[src/rtl/mips_mem_pkg.sv]
// mips_mem_pkg: shared owner enum, byte-enable width and default widths for mem_arbiter
package mips_mem_pkg;
  localparam int AW_DEF = 32;
  localparam int DW_DEF = 32;
  localparam int BEW = 4;
  typedef enum logic [1:0] {OWN_NONE, OWN_IF, OWN_DS} owner_t;
endpackage

[src/rtl/mem_arb_pick.sv]
// mem_arb_pick: combinational tie-break between fetch and data ports
// Ports: i_if_elig/i_ds_elig eligibility, i_last_ds last grant was data, o_gnt_if/o_gnt_ds one-hot grant
// Build option: MEM_ARB_RR_EN selects round-robin ties, otherwise data port wins ties
module mem_arb_pick
  import mips_mem_pkg::*;
(
  input  logic i_if_elig,
  input  logic i_ds_elig,
  input  logic i_last_ds,
  output logic o_gnt_if,
  output logic o_gnt_ds
);
`ifdef MEM_ARB_RR_EN
  // on a tie the port not granted last goes
  assign o_gnt_ds = i_ds_elig & (~i_if_elig | ~i_last_ds);
`else
  logic w_unused;
  assign w_unused = i_last_ds;
  assign o_gnt_ds = i_ds_elig;
`endif
  assign o_gnt_if = i_if_elig & ~o_gnt_ds;
endmodule

[src/rtl/mem_arbiter.sv]
// mem_arbiter: shares one single-port sync memory between fetch (if_*) and data (ds_*) ports
// Ports: clk, rst (async active-low); if_req/if_addr -> if_rdata/if_done/if_stall;
//        ds_req/ds_we/ds_be/ds_addr/ds_wdata -> ds_rdata/ds_done/ds_stall;
//        mem_en/mem_we/mem_addr/mem_wdata -> memory, mem_rdata <- memory (one cycle after mem_en)
// Build option: MEM_ARB_RR_EN enables round-robin tie-break, default is data-port priority
module mem_arbiter
  import mips_mem_pkg::*;
#(
  parameter int AW = AW_DEF,
  parameter int DW = DW_DEF
) (
  input  logic           clk,
  input  logic           rst,
  input  logic           if_req,
  input  logic [AW-1:0]  if_addr,
  output logic [DW-1:0]  if_rdata,
  output logic           if_done,
  output logic           if_stall,
  input  logic           ds_req,
  input  logic           ds_we,
  input  logic [BEW-1:0] ds_be,
  input  logic [AW-1:0]  ds_addr,
  input  logic [DW-1:0]  ds_wdata,
  output logic [DW-1:0]  ds_rdata,
  output logic           ds_done,
  output logic           ds_stall,
  output logic           mem_en,
  output logic [BEW-1:0] mem_we,
  output logic [AW-1:0]  mem_addr,
  output logic [DW-1:0]  mem_wdata,
  input  logic [DW-1:0]  mem_rdata
);
  owner_t r_owner, w_owner_nx;
  logic w_if_elig, w_ds_elig, w_gnt_if, w_gnt_ds, w_last_ds;
  // a port in its done cycle still holds req, so it must not be re-issued
  assign w_if_elig = if_req & (r_owner != OWN_IF);
  assign w_ds_elig = ds_req & (r_owner != OWN_DS);
  mem_arb_pick u_pick (
    .i_if_elig(w_if_elig),
    .i_ds_elig(w_ds_elig),
    .i_last_ds(w_last_ds),
    .o_gnt_if (w_gnt_if),
    .o_gnt_ds (w_gnt_ds)
  );
`ifdef MEM_ARB_RR_EN
  logic r_last_ds;
  always_ff @(posedge clk or negedge rst)
    if (!rst) r_last_ds <= 1'b0;
    else if (w_gnt_if | w_gnt_ds) r_last_ds <= w_gnt_ds;
  assign w_last_ds = r_last_ds;
`else
  assign w_last_ds = 1'b0;
`endif
  always_ff @(posedge clk or negedge rst)
    if (!rst) r_owner <= OWN_NONE;
    else r_owner <= w_owner_nx;
  always_comb begin
    w_owner_nx = w_gnt_ds ? OWN_DS : w_gnt_if ? OWN_IF : OWN_NONE;
    mem_en     = rst & (w_gnt_if | w_gnt_ds);
    mem_we     = (rst & w_gnt_ds & ds_we) ? ds_be : '0;
    mem_addr   = w_gnt_ds ? ds_addr : if_addr;
    mem_wdata  = ds_wdata;
  end
  assign if_done  = (r_owner == OWN_IF);
  assign ds_done  = (r_owner == OWN_DS);
  assign if_stall = if_req & ~if_done;
  assign ds_stall = ds_req & ~ds_done;
  assign if_rdata = mem_rdata;
  assign ds_rdata = mem_rdata;
endmodule

[config.mk]
export PLATFORM = sky130hd
export DESIGN_NAME = mem_arbiter
export DESIGN_NICKNAME = d
export VERILOG_FILES = /design/src/rtl/mips_mem_pkg.sv /design/src/rtl/mem_arb_pick.sv /design/src/rtl/mem_arbiter.sv
export SDC_FILE = /design/constraint.sdc
export NUM_CORES = 1
export LEC_CHECK = 0
export BUFFER_PORTS_ARGS = -buffer_cell sky130_fd_sc_hd__buf_2
export CAP_MARGIN = 20
export CORE_AREA = 2 2 105 107
export DETAILED_ROUTE_END_ITERATION = 10
export DIE_AREA = 0 0 107 109
export HOLD_SLACK_MARGIN = 0.08
export PLACE_DENSITY_LB_ADDON = 0.12
export SETUP_SLACK_MARGIN = 0.02
export SYNTH_ARGS = -nofsm -noshare
export SYNTH_HDL_FRONTEND = slang
export SYNTH_HIERARCHICAL = 1
export SYNTH_SLANG_ARGS = --single-unit
[constraint.sdc]
create_clock -name clk -period 2.7 [get_ports clk]
set_clock_uncertainty 0.15 [all_clocks]
set_input_delay 0.54 -clock clk [delete_from_list [all_inputs] [get_ports clk]]
set_output_delay 0.54 -clock clk [all_outputs]
set_load 0.005 [all_outputs]
==> results.md <==
- The number of nets in the synthesized netlist is 284.
- At the end of the flow, the number of nets in the layout was 305.
- For the worst setup path, the data arrival time is around 1.7 ns.
- Headroom to the max-slew limit came out at 77.3%.
- The share of the cycle needed by the critical path after routing is 89.5%.
- From bottom edge to top edge, the die measures roughly 110 µm.
- Once the floorplan was initialized, standard cells occupied 13.1% of the core.
- The number of standard cells after synthesis is 147.
- 0 antenna diodes ended up in the layout.
- STA classifies the critical path endpoint as a primary output.
- The mean routed wirelength per cell is 9.41 µm.
- Tracing the worst setup path back leads to its startpoint at rst.
- The proportion of layout cells with a drive suffix above 1 is between 90 and 100%.
- The worst ir drop on vdd is between 0.00007 and 0.00008 V.
- The startpoint of the worst register-to-register path is r_owner[1].
- CTS built an H-tree with a depth of 1.
- Hold is met by 0.512 ns.
- The tool flagged a number of max-cap violations equal to 0.
- The root buffer cell is sky130_fd_sc_hd__clkbuf_8.
- The final RePlAce weighted congestion is slightly below 0.6.
- The count of placed standard cells in the final layout, fillers left out is 306.
- The mapped netlist covers 0.00139 mm².
- The placeable core region is about 0.011 mm².
- The worst setup path is of the input port to primary output kind.
- The floorplan step defined a die boundary enclosing ~0.012 mm².
- The overall die width is around 110 µm.
- The leakage component of the power is 0.808 nW.
- Port buffering added 113 buffers.
- Gates resized during post-CTS repair numbered 0.
- After detailed routing, the number of remaining DRC violations is 0.
- The register with the most flip-flops is r_owner.
- The most common library cell in the layout ignoring fill and taps is sky130_fd_sc_hd__buf_2.
- The final-report hold violation count is 0.
- The register with the most flip-flops in the layout has 2 of them.
- The number of primary I/O pins is 274.
- The total chip power is 0.000382 W.
- The largest registers in the layout are r_owner (2).
- The HPWL after detailed placement is about 2.5 mm.
- After detailed routing, the number of vias per cell comes to 2.98.
- The final setup violation count is 0.
- The number of warnings printed during yosys synthesis is 6.
- The global routing's busiest layer is met2.
- Timing would allow up to around 0.41 GHz.
- STA classifies the critical path startpoint as an input port.
- The cell area power density is 269 mW/mm².
- Summing all non-filler instances in the final layout gives an area of 0.00142 mm².
- After clock tree synthesis, the clock-pin slew on the worst setup and hold paths is 0.03 ns.
- The number of standard-cell rows in the floorplan is 38.
- Setup repair after global routing left no endpoint under its margin.
- Entering global routing, the biggest net connects 18 pins.
- After the first detailed-routing iteration, the DRC count stood at 12.
- In this run the remaining antenna-violating nets after routing total 0.
- The clock tree from TritonCTS is yes.
- The tightest min-delay check is of the input port to async pin type.
- The clock reaches the later pin of the worst-skew pair after 0.21 ns.
- The total wire length after detailed routing is 2.88 mm.
- The number of cells after detailed placement is 302.
- The top cell types in the final layout, fill and taps aside, are 113 x sky130_fd_sc_hd__buf_2, 28 x sky130_fd_sc_hd__mux2_4, 4 x sky130_fd_sc_hd__and3_1, 4 x sky130_fd_sc_hd__nor2b_1, 4 x sky130_fd_sc_hd__mux2_2.
- The data required time at the worst endpoint is about 2.0 ns.
- The total global routing overflow is 0.
- The initial antenna violation count is 0.
- Clock tree synthesis inserted a total of 3 buffers.
- The run finished with clean final reports.
- The buffer depth of the longest clock path is 2.
- For met3 alone, demand over resource in global routing was 1.91%.
- For the final routed database, the setup TNS stands at 0 ns.
- Buffers added to address setup during post-CTS repair amount to 0.
- The clock net in this run drives a total of 2 sinks.
- The first-pass GRT wire length is 3.80 mm.
- The first detailed-routing pass ran for 3 iterations.
- Global routing used 4.08% of the available tracks.
- The worst path needs 2.42 ns of the cycle, external delays included.
- Buffers inserted to repair hold after CTS numbered 1.
- Of all nets on the critical path, the largest fanout is 4.
- For this run, global-route usage on met2 was measured as between 6 and 7%.
- The final count of pins violating max slew is 0.
- Fill cells in the final layout number 1237.
- The count of vias placed by the detailed router is a little over 900.
- The met1 layer usage reported by global route is 4.01%.
- The area added between synthesis and finish is 1.97%.
- The number of global-route vias before repair is around 880.
- The transition at the pin with the smallest max-transition slack is 0.340 ns.
- A synthesized cell averages approximately 9.5 µm².
- After detailed placement, the total cell area comes to between 0.001 and 0.0015 mm².
==> where the power goes <==
group	switching (W)	leakage, nW	total [W]	internal [W]
clock	0.0000225	0.0216	0.000117	0.0000942
sequential	0.00000101	0.0256	0.0000337	0.0000327
combinational	0.0000806	0.761	0.000232	0.000151
total	0.000104	0.808	0.000382	0.000278
==> final cells by class <==
class                           count  area [µm²]  area share, %
Timing Repair Buffer              117         598           42.1
Multi-Input combinational cell     44         557           39.2
Tap cell                          140         175           12.3
Sequential cell                     2        50.0           3.52
Clock buffer                        3        41.3           2.90
==> stage by stage <==
stage	worst slack, ns	utilization, %
after detailed placement	0.418	12.9
final	0.283	13.4
after floorplan	0.421	-
after global routing	0.213	13.4
after global placement	0.414	12.9
after CTS	0.270	13.4
==> path summary, 6_finish.rpt <==
kind | to | slack, ns | depth (start not counted)
setup / recovery | mem_we[3] | 0.28 | 5
hold / removal | r_owner[0] | 0.51 | 2
setup reg to reg | r_owner[0] | 1.16 | 6
hold reg to reg | r_owner[0] | 0.72 | 4
max in group asynchronous | r_owner[1] | 1.78 | 2
min in group clk | r_owner[0] | 0.69 | 4
==> worst max-delay path, cell delays in order <==
cell and delay, ns:
sky130_fd_sc_hd__dlygate4sd3_1 0.53, sky130_fd_sc_hd__buf_2 0.15, sky130_fd_sc_hd__and2_1 0.20, sky130_fd_sc_hd__and3_1 0.19
sky130_fd_sc_hd__buf_2 0.12
==> layer usage <==
layer	share of wire, %	vias up
met1	34	380
met2	48	102
met3	16	13
li1	-	416
met5	0	-
met4	2.1	0
No activity file was read; power rests on OpenSTA's default activity.
